## config.mk

```make
export PLATFORM = sky130hd
export DESIGN_NAME = iir_voice_sequencer_flat
export DESIGN_NICKNAME = d
export VERILOG_FILES = /design/src/rtl/iir_voice_sequencer_if.sv /design/src/rtl/iir_voice_sequencer.sv /design/src/flat_wrapper.sv
export SDC_FILE = /design/constraint.sdc
export NUM_CORES = 1
export LEC_CHECK = 0
export CAP_MARGIN = 20
export CORE_MARGIN = 2
export CORE_UTILIZATION = 45
export DETAILED_ROUTE_END_ITERATION = 6
export GPL_TIMING_DRIVEN = 0
export PLACE_DENSITY = 0.69
export SLEW_MARGIN = 30
export SYNTH_ARGS = -nofsm -noshare
export SYNTH_HDL_FRONTEND = slang
export SYNTH_SLANG_ARGS = --single-unit
```

## constraint.sdc

```tcl
create_clock -name clk -period 2.1 [get_ports clk]
set_clock_uncertainty 0.15 [all_clocks]
set_input_delay 0.42 -clock clk [delete_from_list [all_inputs] [get_ports clk]]
set_output_delay 0.42 -clock clk [all_outputs]
set_load 0.03 [all_outputs]
```

## src/rtl/iir_voice_sequencer_if.sv

```systemverilog
// Port bundle for the voice sequencer: sweep control strobes, the per-voice
// sample/DEL memory port, the shared IIR filter port and the mixer stream.
`timescale 1ns/1ps
interface iir_voice_sequencer_if #(
    parameter int VW = 3
);
    logic               sample_stb;
    logic               clr_stb;
    logic [VW-1:0]      clr_voice;
    logic [VW-1:0]      voice;
    logic signed [17:0] in_sample;
    logic signed [35:0] in_del;
    logic signed [17:0] iir_i;
    logic signed [35:0] iir_del;
    logic signed [17:0] iir_fb;
    logic signed [17:0] iir_o;
    logic               out_valid;
    logic [VW-1:0]      out_voice;
    logic signed [17:0] out_data;
    logic               busy;
    logic               done;
    logic               overrun;

    modport master (
        input  sample_stb, clr_stb, clr_voice, in_sample, in_del, iir_o,
        output voice, iir_i, iir_del, iir_fb, out_valid, out_voice, out_data,
               busy, done, overrun
    );

    modport slave (
        output sample_stb, clr_stb, clr_voice, in_sample, in_del, iir_o,
        input  voice, iir_i, iir_del, iir_fb, out_valid, out_voice, out_data,
               busy, done, overrun
    );
endinterface

```

## src/rtl/iir_voice_sequencer.sv

```systemverilog
// Sweeps NVOICES voices through one shared one-pole IIR datapath per sample
// strobe, holding each voice's feedback sample and streaming results out.
`timescale 1ns/1ps
module iir_voice_sequencer #(
    parameter int NVOICES = 8,
    parameter int VW      = 3
) (
    input  logic                  clk,
    input  logic                  rst_n,
    iir_voice_sequencer_if.master bus
);
    typedef enum logic [1:0] {IDLE, ADDR, LOAD, CALC} state_t;

    state_t             state;
    state_t             state_nxt;
    logic [VW-1:0]      v;
    logic signed [17:0] fb [NVOICES];
    logic               clr_pend;
    logic               last_voice;
    logic               clr_hit;

    assign last_voice = (v == VW'(NVOICES - 1));
    assign clr_hit    = bus.clr_stb && (bus.clr_voice == v);
    assign bus.voice  = v;
    assign bus.busy   = (state != IDLE);

    // NOTE: flops use non-blocking assignments so every register samples
    // pre-edge values regardless of the order processes are evaluated.
    always_ff @(posedge clk or negedge rst_n) begin
        if (!rst_n) state <= IDLE;
        else        state <= state_nxt;
    end

    // NOTE: next state is defaulted before the case so no path leaves it
    // unassigned, which would otherwise infer a latch.
    always_comb begin
        state_nxt = state;
        case (state)
            IDLE:    if (bus.sample_stb) state_nxt = ADDR;
            ADDR:    state_nxt = LOAD;
            LOAD:    state_nxt = CALC;
            CALC:    state_nxt = last_voice ? IDLE : ADDR;
            default: state_nxt = IDLE;
        endcase
    end

    always_ff @(posedge clk or negedge rst_n) begin
        if (!rst_n) begin
            v             <= '0;
            bus.iir_i     <= '0;
            bus.iir_del   <= '0;
            bus.iir_fb    <= '0;
            bus.out_valid <= 1'b0;
            bus.out_voice <= '0;
            bus.out_data  <= '0;
            bus.done      <= 1'b0;
            bus.overrun   <= 1'b0;
            clr_pend      <= 1'b0;
        end else begin
            bus.out_valid <= 1'b0;
            bus.done      <= 1'b0;
            bus.overrun   <= bus.sample_stb && (state != IDLE);
            // A clear of the in-flight voice during LOAD must still kill the CALC writeback.
            clr_pend      <= (state == LOAD) && clr_hit;
            case (state)
                IDLE: if (bus.sample_stb) v <= '0;
                LOAD: begin
                    bus.iir_i   <= bus.in_sample;
                    bus.iir_del <= bus.in_del;
                    bus.iir_fb  <= fb[v];
                end
                CALC: begin
                    bus.out_data  <= bus.iir_o;
                    bus.out_voice <= v;
                    bus.out_valid <= 1'b1;
                    bus.done      <= last_voice;
                    v             <= last_voice ? '0 : v + VW'(1);
                end
                default: ;
            endcase
        end
    end

    // NOTE: the feedback array is reset explicitly because reset must zero
    // every voice's filter history, not just the control state.
    always_ff @(posedge clk or negedge rst_n) begin
        if (!rst_n) begin
            for (int i = 0; i < NVOICES; i++) fb[i] <= '0;
        end else begin
            if (state == CALC) fb[v] <= clr_pend ? '0 : bus.iir_o;
            // Placed last so a same-cycle clear overrides the writeback.
            if (bus.clr_stb) fb[bus.clr_voice] <= '0;
        end
    end
endmodule

```

## src/flat_wrapper.sv

```systemverilog
// flat-port wrapper written by rule: the top's interface ports become plain ports
module iir_voice_sequencer_flat 
#(
    parameter int NVOICES = 8,
    parameter int VW      = 3
)
  (clk, rst_n, bus_sample_stb, bus_clr_stb, bus_clr_voice, bus_in_sample, bus_in_del, bus_iir_o, bus_voice, bus_iir_i, bus_iir_del, bus_iir_fb, bus_out_valid, bus_out_voice, bus_out_data, bus_busy, bus_done, bus_overrun);
  iir_voice_sequencer_if #(.VW(VW)) bus_i ();
  input  logic clk;
  input  logic rst_n;
  input wire logic [$bits(bus_i.sample_stb)-1:0] bus_sample_stb;
  input wire logic [$bits(bus_i.clr_stb)-1:0] bus_clr_stb;
  input wire logic [$bits(bus_i.clr_voice)-1:0] bus_clr_voice;
  input wire logic [$bits(bus_i.in_sample)-1:0] bus_in_sample;
  input wire logic [$bits(bus_i.in_del)-1:0] bus_in_del;
  input wire logic [$bits(bus_i.iir_o)-1:0] bus_iir_o;
  output wire logic [$bits(bus_i.voice)-1:0] bus_voice;
  output wire logic [$bits(bus_i.iir_i)-1:0] bus_iir_i;
  output wire logic [$bits(bus_i.iir_del)-1:0] bus_iir_del;
  output wire logic [$bits(bus_i.iir_fb)-1:0] bus_iir_fb;
  output wire logic [$bits(bus_i.out_valid)-1:0] bus_out_valid;
  output wire logic [$bits(bus_i.out_voice)-1:0] bus_out_voice;
  output wire logic [$bits(bus_i.out_data)-1:0] bus_out_data;
  output wire logic [$bits(bus_i.busy)-1:0] bus_busy;
  output wire logic [$bits(bus_i.done)-1:0] bus_done;
  output wire logic [$bits(bus_i.overrun)-1:0] bus_overrun;
  assign bus_i.sample_stb = bus_sample_stb;
  assign bus_i.clr_stb = bus_clr_stb;
  assign bus_i.clr_voice = bus_clr_voice;
  assign bus_i.in_sample = bus_in_sample;
  assign bus_i.in_del = bus_in_del;
  assign bus_i.iir_o = bus_iir_o;
  assign bus_voice = bus_i.voice;
  assign bus_iir_i = bus_i.iir_i;
  assign bus_iir_del = bus_i.iir_del;
  assign bus_iir_fb = bus_i.iir_fb;
  assign bus_out_valid = bus_i.out_valid;
  assign bus_out_voice = bus_i.out_voice;
  assign bus_out_data = bus_i.out_data;
  assign bus_busy = bus_i.busy;
  assign bus_done = bus_i.done;
  assign bus_overrun = bus_i.overrun;
  iir_voice_sequencer #(.NVOICES(NVOICES), .VW(VW)) u_core (.clk(clk), .rst_n(rst_n), .bus(bus_i));
endmodule
```

=== After elaboration in Yosys (flattened, before gate mapping) ===
Index checks and enable logic that the tools add are counted.

* Output and inout port bits: 100
* Input bits: 79
* Memories: 0
* Bits in writable memories: 0
* Logic and storage cells: 62
* Latch bits: 0
* Memory bits (read-only): 0
* Register bits after elaboration: 246

* Order comparisons: 4
* Multipliers: 0
* Bitwise logic cells: 4
* Eq/ne operators: 6
* Reductions and logical operators: 9
* Div/mod/pow operators: 0
* Shift operators: 0
* Add/subtract/negate cells: 1
* Muxes and demuxes: 19

{| class="wikitable"
|+ Operators with widths
! cell !! number
|-
| $mux W144 || 2
|-
| $and A144 B144 Y144 || 1
|-
| $bwmux W144 || 1
|-
| $not A144 Y144 || 1
|-
| $demux W18 S3 || 2
|-
| $mux W18 || 5
|-
| $bmux W18 S3 || 1
|-
| $ge A4 B4 Y1 const B || 2
|-
| $lt A4 B1 Y1 const B || 2
|-
| $not A3 Y4 || 2
|-
| $pmux W2 S4 || 1
|-
| $mux W3 || 2
|-
| $pmux W3 S2 || 1
|-
| $logic_and A1 B1 Y1 || 5
|-
| $eq A2 B2 Y1 const B || 2
|-
| $reduce_bool A2 Y1 || 2
|-
| $add A3 B1 Y3 const B || 1
|-
| $eq A3 B3 Y1 || 1
|-
| $eq A3 B3 Y1 const B || 1
|-
| $mux W1 || 3
|-
| $eq A2 B1 Y1 const B || 1
|-
| $logic_not A2 Y1 || 1
|-
| $mux W2 || 1
|-
| $ne A2 B2 Y1 const B || 1
|-
| $reduce_and A2 Y1 || 1
|}

=== Longest topological paths before layout ===
Gate-level depths: netlist of run 1.

* Word-level depth: 9
* Gate-level depth with buffers: 7
* Depth with buffers taken out: 5

=== Worst setup path after synthesis of run 1 ===
OpenSTA, ideal clock, no wires.

* Kind: register to register
* From: register u_core.v[0], in the netlist u_core.bus.voice[0]
* To: register u_core.fb[133] in the netlist's numbering
* Path slack: 191 ps
* Cell stages (with the launch flop): 7
* Clock period less this slack: 1909 ps
* Path buffers: 3
* Arrival time: 1623 ps
* Library setup time: 136 ps
* Cell sequence: dfrtp_1 buf_6 or4b_1 buf_2 buf_2 nand2_1 a21oi_1

* Cells in the longest elaborated chain, start to end: 9

{| class="wikitable"
|+ Ends and longest elaborated chain
! element !! RTL line !! RTL
|-
| start, declared || iir_voice_sequencer.sv:16 || <nowiki>logic [VW-1:0] v;</nowiki>
|-
| start signal, assigned || iir_voice_sequencer.sv:77 || <nowiki>v <= last_voice ? '0 : v + VW'(1);</nowiki>
|-
| $not A3 Y4 * || iir_voice_sequencer.sv:90 || <nowiki>if (state == CALC) fb[v] <= clr_pend ? '0 : bus.iir_o;</nowiki>
|-
| $ge A4 B4 Y1 (not written as such) / $lt A4 B1 Y1 (equally long branches) || iir_voice_sequencer.sv:90 ||
|-
| $logic_and A1 B1 Y1 (not written as such) || iir_voice_sequencer.sv:90 ||
|-
| $mux W18 || iir_voice_sequencer.sv:90 ||
|-
| $demux W18 S3 * || iir_voice_sequencer.sv:90 ||
|-
| $bwmux W144 * || iir_voice_sequencer.sv:90 ||
|-
| $mux W144 * || iir_voice_sequencer.sv:90 ||
|-
| $and A144 B144 Y144 (no line) || -- ||
|-
| $mux W144 * || iir_voice_sequencer.sv:92 || <nowiki>if (bus.clr_stb) fb[bus.clr_voice] <= '0;</nowiki>
|-
| end signal, assigned by index || iir_voice_sequencer.sv:90 ||
|-
| end, declared || iir_voice_sequencer.sv:17 || <nowiki>logic signed [17:0] fb [NVOICES];</nowiki>
|}

Every way passes the cells marked *; elsewhere a longest branch is shown, timed or not.
A chain may end at the register's enable or synchronous reset.

=== Worst setup path after layout of run 1 ===
* From: register u_core.state[0]
* To: output port bus_busy

* Cells in the longest elaborated chain, start to end: 1

{| class="wikitable"
|+ Ends and longest elaborated chain
! element !! RTL line !! RTL
|-
| start, declared || iir_voice_sequencer.sv:14 || <nowiki>state_t state;</nowiki>
|-
| start signal, assigned || iir_voice_sequencer.sv:31 || <nowiki>else state <= state_nxt;</nowiki>
|-
| $reduce_bool A2 Y1 || iir_voice_sequencer.sv:25 || <nowiki>assign bus.busy = (state != IDLE);</nowiki>
|-
| end, declared || flat_wrapper.sv:24 || <nowiki>output wire logic [$bits(bus_i.busy)-1:0] bus_busy;</nowiki>
|}

Every way passes these cells.

==> qor.tcl, run 1 <==
set qor(drt_first_pass_iters) 4
set qor(synth_area_um2) 11200
set qor(nets_finish) 1363
set qor(power_mw) 21.0
set qor(worst-endpoint-required_ns) 1.53
set qor(route.detailed.drc) 0
set qor(setup.reg_to_reg.worst_slack_ns) 0.06
set qor(yosys.cell_types.count) 38
set qor(antenna_found_initial) 0
set qor(grt.total_usage_pct) 20.8
set qor(yosys_register_bits) 246
set qor(synth_flop_cell) {dfrtp_1}
set qor(status) {finished clean}
set qor(timing_worst_setup_path_type) {reg -> out}
set qor(grt_max_degree) 85
set qor(number_of_nets_with_antenna_violations_after_routing) 0
set qor(cts_root_buffer) {clkbuf_16}
set qor(switching_portion_of_total_power_pct) 38.4
set qor(preCtsSetupSlack_ns) -0.543
set qor(max_clock_freq_mhz) 488
set qor(route.vias.total) 8308
set qor(cap_viol_max_count) 0
set qor(grt_pass1_wl_mm) 44.3
set qor(period_share_pct) 97.5
set qor(detail_route.vias_per_cell) 5.12
set qor(timing.critical_path.from_type) {register}
set qor(detail_route.iter0.violations) 441
set qor(area.growth.synth_to_final_pct) 27.7
set qor(postSynth.asyncResetShare_pct) 100
set qor(final_core_util_pct) 58.6
set qor(critical_path.max_fanout) 6
set qor(start_util_pct) 45.9
set qor(yosys.cell_count.top_type) {nand2_1}
set qor(worstSkewPairLatency_ns) 0.54
set qor(clock_power_share_pct) 21.9
set qor(gp_routability_congestion) 0.842
set qor(worstMarginPinSlew_ns) 0.673
set qor(numCtsBuffers) 27
set qor(routedWlPerCell_um) 16.7
set qor(die_w_um) 161
set qor(post-synth-top-area-cell) {dfrtp_1}
set qor(power_frac_seq_pct) 35.7
set qor(nFillCells) 2146
set qor(yosys.area.top_type_share_pct) 55.2
set qor(hold_violations) 0
set qor(leading_post_synthesis_cells_by_instance_count) {nand2_1, dfrtp_1, a21oi_1}
set qor(maxSlewHeadroom_pct) 54.9
set qor(htree_levels) 1
set qor(cellPowerDensity_nw_per_um2) 1470
set qor(postSynthCellCount) 1071
set qor(yosysWarningCount) 0
set qor(rsz0062_at_grt) {false}
set qor(core_region_area_um2) 24300
set qor(clk_transition_reported_paths_ns) 0.06
set qor(layout_min_cycle_time_ns) 2.05
set qor(internal_power_mw) 12.9
set qor(share_comb_of_total_power_pct) 42.4
set qor(cp.arrival_ns) 1.48
set qor(total_switching_power_mw) 8.07
set qor(fp.dieArea_um2) 26100
set qor(fp.dieH_um) 161
set qor(antenna-diode-count) 0
set qor(synth_area_leaders) {dfrtp_1, nand2_1, mux2_2}
set qor(dp_hpwl_mm) 20.0
set qor(top_level_ports) 179
set qor(synth-seq-area-share_pct) 55.2
set qor(synthesized_nets) 1155
set qor(fp_rows) 57
set qor(synth_area_per_cell_um2) 10.4
set qor(grt_overflow) 0
set qor(port-buffer-count) 176
set qor(setup_violations) 0
set qor(worst_hold_path_type) {in -> reg}
set qor(leakagePower_nw) 6.27
set qor(ir_drop_mv) 0.840
set qor(final_max_slew_violation_count) 0
set qor(clock-sinks) 246
set qor(first_global_vias) 8404
set qor(route.final.wire_length_mm) 27.0
set qor(drive_above_1_share_pct) 16.6
set qor(number_of_flops_mapped_to_enable_cells_by_yosys) 0
set qor(clk_path_buf_depth) 3
set qor(tritoncts) {done}
set qor(crit_path_end_kind) {primary output}
set qor(timing.final.ws_setup_ns) 0.0520
critical path, cell delays in order, from the launching register on:
cell,delay [ns]
dfrtp_2,0.45
inv_2,0.10
ha_4,0.17
inv_1,0.04
buf_2,0.17
cell families (layout without fill, tap and decap cells):
family                   Yosys count  after routing  synth area share, %
AND/OR/NAND/NOR                  368            368                 14.3
flip-flops                       246            246                 55.2
AO/OA/AOI/OAI                    204            204                 10.6
multiplexers                     148            148                 14.1
buffers and inverters             97            325                 4.96
adder cells (fa/ha/maj)            5              5                0.561
XOR/XNOR                           3              3                0.236
metrics by stage:
step | hold slack [ns] | cells | TNS (ns) | instance area [um^2]
floorplan | -0.0256 | 1071 | 0 | 11200
global placement | 0.337 | 1571 | -2529.49 | 13300
detailed placement | 0.197 | 1574 | -44.29 | 13400
CTS | 0.153 | 1624 | -0.188 | 14200
global route | 0.174 | 1623 | 0 | 14200
finish | 0.173 | 1623 | 0 | 14200
power groups by stage:
stage                     Sequential (mW)  Clock [mW]  Combinational, mW
after global placement               7.55           0               9.38
after global routing                 7.72        4.93               9.60
after CTS                            7.50        4.72               8.91
after floorplan                      9.29           0               4.31
final                                7.49        4.60               8.90
after detailed placement             7.61           0               9.53
state kept, by name (all words and copies together) (netlist names):
signal / flops
u_core.bus.out_data: 18
u_core.bus.iir_del: 36
u_core.bus.iir_i: 18
u_core.clr_pend: 1
u_core.bus.done: 1
u_core.bus.overrun: 1
u_core.bus.iir_fb: 18
u_core.bus.out_voice: 3
u_core.fb: 144
u_core.state: 2
u_core.bus.out_valid: 1
u_core.bus.voice: 3
cell usage in the layout, fill, tap and decap left out, types with 3 or more instances in the layout:
| cell | instances |
|---|---|
| clkbuf_1 | 22 |
| nor2b_1 | 20 |
| nor2_1 | 21 |
| clkbuf_8 | 5 |
| nor2_2 | 4 |
| mux2i_1 | 73 |
| o21ai_0 | 3 |
| nand2b_1 | 6 |
| clkbuf_2 | 3 |
| buf_6 | 6 |
| clkdlybuf4s50_1 | 75 |
| a31oi_1 | 18 |
| dlygate4sd2_1 | 99 |
| nand4bb_1 | 3 |
| dfrtp_1 | 244 |
| and4b_1 | 3 |
| inv_1 | 3 |
| o22a_1 | 36 |
| a21oi_1 | 145 |
| nand2_1 | 293 |
| buf_2 | 26 |
| nor4bb_1 | 3 |
| clkbuf_16 | 27 |
| clkinv_2 | 7 |
| buf_4 | 36 |
| mux2_2 | 75 |
| clkbuf_4 | 5 |
| buf_16 | 3 |
worst paths after layout:
path	cells past startpoint	to	start
min reg2reg	1	u_core.bus.iir_del[15]	u_core.bus.iir_del[15]
max in group asynchronous	4	u_core.fb[37]	rst_n
max	4	bus_busy	u_core.state[0]
max reg2reg	5	u_core.clr_pend	u_core.state[0]
min in group asynchronous	2	u_core.bus.iir_del[10]	rst_n
min	3	u_core.fb[112]	bus_clr_voice[1]
final cells by class:
type                    instances  area [um^2]  share of cell area, %
clock buffers                  38          767                   5.38
flip-flops and latches        246         6160                   43.2
multi-input cells             728         4490                   31.5
inverters                       5         18.8                  0.132
well taps                     324          405                   2.85
plain buffers                  86          538                   3.78
repair buffers                185         1770                   12.4
clock inverters                11          101                  0.711
routing by layer:
metal  global-route usage (%)  vias to the layer above  share of wire (%)
li1                         -                     4047                  -
met5                        0                        -                  0
met4                     5.72                        0                2.3
met1                     28.5                     3985                 45
met2                     34.4                      234                 47
met3                     3.29                       42                5.6
repair_timing:
action                     CTS  global route
hold endpoints to repair    65             0
hold buffers                 1             0
setup endpoints to repair  262            96
pin swaps                    2             1
buffers inserted             3             2
resized for setup          110            25
cloned                       0             0
No activity file was read; power rests on OpenSTA's default activity.
==> inputs of run 2 (changes only) <==
CTS_CLUSTER_DIAMETER = 60   (was unset)
SKIP_LAST_GASP = 1   (was unset)
==> qor.tcl, run 2 (same netlist as run 1, synthesis figures left out) <==
set qor(critical_path_cell_list) {inv_2 > ha_4 > inv_1 > buf_2}
set qor(timing.critical_path.from_type) {register}
set qor(fp.dieArea_um2) 26100
set qor(start_util_pct) 45.9
set qor(detail_route.vias_per_cell) 5.12
set qor(clock-sinks) 246
set qor(crit_path_end_kind) {primary output}
set qor(worst-endpoint-required_ns) 1.53
set qor(nets_finish) 1364
set qor(worst_r2r_startpoint) {u_core.state[0]}
set qor(worst_hold_path_type) {in -> reg}
set qor(hold_depth) 3
set qor(maxSlewHeadroom_pct) 53.8
set qor(max_reg_flops) 144
set qor(routedWlPerCell_um) 16.8
set qor(route.final.wire_length_mm) 27.3
set qor(r2r_cells) 5
set qor(holdPathEnd) {u_core.fb[111]}
set qor(worstMarginPinSlew_ns) 0.690
set qor(number_of_nets_with_antenna_violations_after_routing) 0
set qor(max_clock_freq_mhz) 490
set qor(multiInputGateArea_um2) 4490
set qor(worstSetupStartpoint) {u_core.state[0]}
set qor(worstSkewPairLatency_ns) 0.54
set qor(critical_path.max_fanout) 6
set qor(fp.dieH_um) 161
set qor(dp_hpwl_mm) 20.0
set qor(gp_routability_congestion) 0.842
set qor(core_region_area_um2) 24300
set qor(drt_first_pass_iters) 4
set qor(first_global_vias) 8434
set qor(grt_overflow) 0
set qor(route.vias.total) 8295
set qor(clk_transition_reported_paths_ns) 0.06
set qor(hold_violations) 0
set qor(tritoncts) {done}
set qor(period_share_pct) 97.1
set qor(htree_levels) 1
set qor(cellPowerDensity_nw_per_um2) 1480
set qor(rsz0062_at_grt) {true}
set qor(antenna_found_initial) 0
set qor(setup.reg_to_reg.worst_slack_ns) 0.06
set qor(die_w_um) 161
set qor(top_level_ports) 179
set qor(regArea_um2) 6160
set qor(area.growth.synth_to_final_pct) 27.7
set qor(setup_violations) 0
set qor(r2r-end) {u_core.clr_pend}
set qor(max_flop_register) {u_core.fb}
set qor(fp_rows) 57
set qor(final_common_cell) {nand2_1}
set qor(layout_min_cycle_time_ns) 2.04
set qor(leakagePower_nw) 6.29
set qor(mostFrequentLayoutCells) {nand2_1, dfrtp_1, a21oi_1, dlygate4sd2_1}
set qor(grt_max_degree) 85
set qor(detail_route.iter0.violations) 494
set qor(final_max_slew_violation_count) 0
set qor(cpLargestDelayFamily) {flip-flops}
set qor(route.detailed.drc) 0
set qor(hold_path.startpoint) {bus_clr_voice[2]}
set qor(antenna-diode-count) 0
set qor(grt.total_usage_pct) 21.0
set qor(numCtsBuffers) 28
set qor(ir_drop_mv) 0.837
set qor(critical_path.n_buffers_inverters) 3
set qor(status) {finished clean}
set qor(largest_regs) {u_core.fb (144), u_core.bus.iir_del (36)}
set qor(nFillCells) 2136
set qor(final_core_util_pct) 58.6
set qor(cap_viol_max_count) 0
set qor(port-buffer-count) 176
set qor(cts_root_buffer) {clkbuf_16}
set qor(grt_pass1_wl_mm) 44.7
set qor(drive_above_1_share_pct) 16.4
set qor(power_mw) 21.1
set qor(cp.arrival_ns) 1.47
set qor(cpMaxStageDelayCell) {dfrtp_2}
set qor(timing_worst_setup_path_type) {reg -> out}
set qor(cpPeakStageDelay_ns) 0.45
set qor(clk_path_buf_depth) 3
run 2: routing by layer:
metal	GRT usage, %	vias to the layer above	part of all wire, %
met3	3.29	33	6.0
met1	29.0	3975	45
met4	5.07	0	1.9
met2	34.9	248	47
li1	-	4039	-
met5	0	-	0
run 2: worst register-to-register path, delay by kind of cell, from the launching register on:
| kind | cells | cell delay (ns) |
|---|---|---|
| and+or+nand+nor | 2 | 0.46 |
| buffers and inverters | 2 | 0.46 |
| DFF | 1 | 0.45 |
| adders and majority gates | 1 | 0.37 |
run 2: metrics by stage:
stage	std cells	area [um^2]	setup slack, ns	setup TNS (ns)	hold slack [ns]
6_report	1620	14200	0.0607	0	0.181
5_1_grt	1620	14200	-0.000000222	0	0.179
4_1_cts	1621	14200	-0.187	-0.187	0.164
3_5_place_dp	1574	13400	-0.543	-44.29	0.197
3_3_place_gp	1571	13300	-10.16	-2529.49	0.337
2_1_floorplan	1071	11200	0.191	0	-0.0256
run 2: worst max path at each step:
| stage | slack [ns] | cells after the start | to |
|---|---|---|---|
| after global placement | -10.16 | 1 | u_core.clr_pend |
| after global routing | -0.0000002 | 6 | u_core.bus.iir_fb[11] |
| final | 0.06 | 4 | bus_busy |
| after floorplan | 0.19 | 6 | u_core.fb[133] |
| after CTS | -0.19 | 4 | bus_busy |
| after detailed placement | -0.54 | 6 | u_core.fb[34] |
run 2: power breakdown:
group          leakage, nW  switching (mW)  internal [mW]
clock                0.426            1.89           2.75
combinational         2.72            5.20           3.71
sequential            3.14           0.972           6.53
total                 6.29            8.06           13.0
run 2: final cells by class:
type	instances	area share, %
Tap cell	324	2.85
Sequential cell	246	43.2
Clock buffer	38	5.61
Multi-Input combinational cell	728	31.5
Timing Repair Buffer	185	12.5
Clock inverter	8	0.492
Buffer	86	3.74
Inverter	5	0.132
run 2: repair_timing:
item	in CTS	in global routing
cloned	0	0
hold buffers	1	0
setup endpoints to repair	255	96
gates resized for setup	108	24
pin swaps	2	1
buffers inserted	3	2
endpoints found under the hold margin	48	0
==> inputs of run 3 (changes only) <==
--- a/constraint.sdc
+++ b/constraint.sdc
@@ -4,2 +4,2 @@
 set_output_delay 0.42 -clock clk [all_outputs]
-set_load 0.03 [all_outputs]
+set_load 0.05 [all_outputs]
==> qor.tcl, run 3 (same netlist as run 1, synthesis figures left out) <==
set qor(status) {complete, but fails checks}
set qor(violations_in_the_final_reports) {negative setup slack}
set qor(grt_pass1_wl_mm) 44.7
set qor(fp_rows) 57
set qor(final_cell_count_no_fill) 1621
set qor(final_max_slew_violation_count) 0
set qor(timing.critical_path.from_type) {register}
set qor(grt.total_usage_pct) 21.0
set qor(setup_violations) 1
set qor(m1_gr_usage_pct) 29.0
set qor(crit_path_end_kind) {primary output}
set qor(final_common_cell) {nand2_1}
set qor(nFillCells) 2136
set qor(routedWlPerCell_um) 16.8
set qor(area.growth.synth_to_final_pct) 27.9
set qor(cap_viol_max_count) 0
set qor(holdWs_ns) 0.180
set qor(nets_finish) 1365
set qor(timing_worst_setup_path_type) {reg -> out}
set qor(ir_drop_mv) 0.964
set qor(critical_path.max_fanout) 6
set qor(grt_most_used_layer) {met2}
set qor(route.vias.total) 8342
set qor(route.final.wire_length_mm) 27.2
set qor(die_w_um) 161
set qor(hold_violations) 0
set qor(antenna_found_initial) 0
set qor(period_share_pct) 101
set qor(max_flop_register) {u_core.fb}
set qor(worst_hold_path_type) {in -> reg}
set qor(numCtsBuffers) 28
set qor(clock-sinks) 246
set qor(route.detailed.drc) 0
set qor(grt_max_degree) 85
set qor(number_of_nets_with_antenna_violations_after_routing) 0
set qor(multiInputGateArea_um2) 4490
set qor(met2_usage_pct) 34.9
set qor(start_util_pct) 45.9
set qor(grt_overflow) 0
set qor(layout_min_cycle_time_ns) 2.13
set qor(gp_routability_congestion) 0.842
set qor(antenna-diode-count) 0
set qor(tritoncts) {done}
set qor(first_global_vias) 8436
set qor(cp.arrival_ns) 1.56
set qor(clk_transition_reported_paths_ns) 0.06
set qor(cts_root_buffer) {clkbuf_16}
set qor(placed_cells) 1574
set qor(maxSlewHeadroom_pct) 54.6
set qor(regArea_um2) 6160
set qor(leakagePower_nw) 6.26
set qor(max_clock_freq_mhz) 470
set qor(max_reg_flops) 144
set qor(port-buffer-count) 176
set qor(grtUsageMet3_pct) 3.29
set qor(drt_first_pass_iters) 5
set qor(mostFrequentLayoutCells) {nand2_1, dfrtp_1, a21oi_1, dlygate4sd2_1}
set qor(drive_above_1_share_pct) 16.6
set qor(htree_levels) 1
set qor(fp.dieH_um) 161
set qor(top_level_ports) 179
set qor(dp_hpwl_mm) 20.0
set qor(cellPowerDensity_nw_per_um2) 1580
set qor(rsz0062_at_grt) {true}
set qor(worstMarginPinSlew_ns) 0.679
set qor(timing.final.ws_setup_ns) -0.0266
set qor(core_region_area_um2) 24300
set qor(clk_path_buf_depth) 3
set qor(worstSkewPairLatency_ns) 0.54
set qor(worst-endpoint-required_ns) 1.53
set qor(fp.dieArea_um2) 26100
set qor(setup.reg_to_reg.worst_slack_ns) 0.05
set qor(detail_route.iter0.violations) 544
set qor(detail_route.vias_per_cell) 5.15
set qor(largest_regs) {u_core.fb (144), u_core.bus.iir_del (36)}
-- run 3: cell count changes in the layout (fill, tap and decap cells not counted), sizes merged --
cell,change
dlymetal6s2s,-2
clkdlybuf4s15,+4
buf,-1
clkbuf,+2
dlygate4sd2,-2
-- run 3: final cells by class --
cell class	count	share of cell area, %
Tap cell	324	2.84
Multi-Input combinational cell	728	31.5
Clock inverter	8	0.491
Clock buffer	38	5.61
Inverter	5	0.132
Buffer	87	3.79
Timing Repair Buffer	185	12.5
Sequential cell	246	43.2
-- run 3: per-layer routing --
layer  vias to the layer above  wire (um)
met2                       271      12800
met1                      3993      12200
met3                        34       1710
met5                         -          0
met4                         0        507
li1                       4044          -
-- run 3: metrics by stage --
| step | area [um^2] | util [%] | TNS [ns] | worst slack [ns] | power (mW) |
|---|---|---|---|---|---|
| finish | 14300 | 58.6 | -0.0266 | -0.0266 | 22.6 |
| detailed placement | 13400 | 55.1 | -44.40 | -0.543 | 18.6 |
| global route | 14300 | 58.6 | -0.0813 | -0.0813 | 23.8 |
| floorplan | 11200 | - | 0 | 0.0819 | 15.1 |
| global placement | 13300 | 54.8 | -2529.58 | -10.16 | 18.4 |
| CTS | 14200 | 58.4 | -0.261 | -0.261 | 22.7 |
-- run 3: repair_timing --
action	CTS	global route
buffers inserted	3	2
pin swaps	2	1
gates resized for setup	116	24
hold buffers	1	0
hold endpoints to repair	48	0
endpoints found under the setup margin	257	95
-- run 3: worst max-delay path, stage by stage (launching register included) --
cell	delay [ns]
dfrtp_2	0.44
inv_1	0.14
ha_4	0.19
inv_1	0.04
clkbuf_4	0.20
-- run 3: final timing paths --
path	from	end	cells after the start
hold / removal	bus_clr_voice[1]	u_core.fb[111]	3
max in group asynchronous	rst_n	u_core.fb[37]	4
min in group asynchronous	rst_n	u_core.bus.iir_del[10]	2
hold reg to reg	u_core.bus.iir_i[12]	u_core.bus.iir_i[12]	1
setup / recovery	u_core.state[0]	bus_busy	4
setup reg to reg	u_core.state[0]	u_core.clr_pend	5
-- run 3: report_power, final --
part | internal [mW] | switching (mW) | leakage, nW
Sequential | 6.53 | 0.970 | 3.14
Clock | 2.75 | 1.89 | 0.426
Combinational | 3.73 | 6.70 | 2.70
Total | 13.0 | 9.56 | 6.26
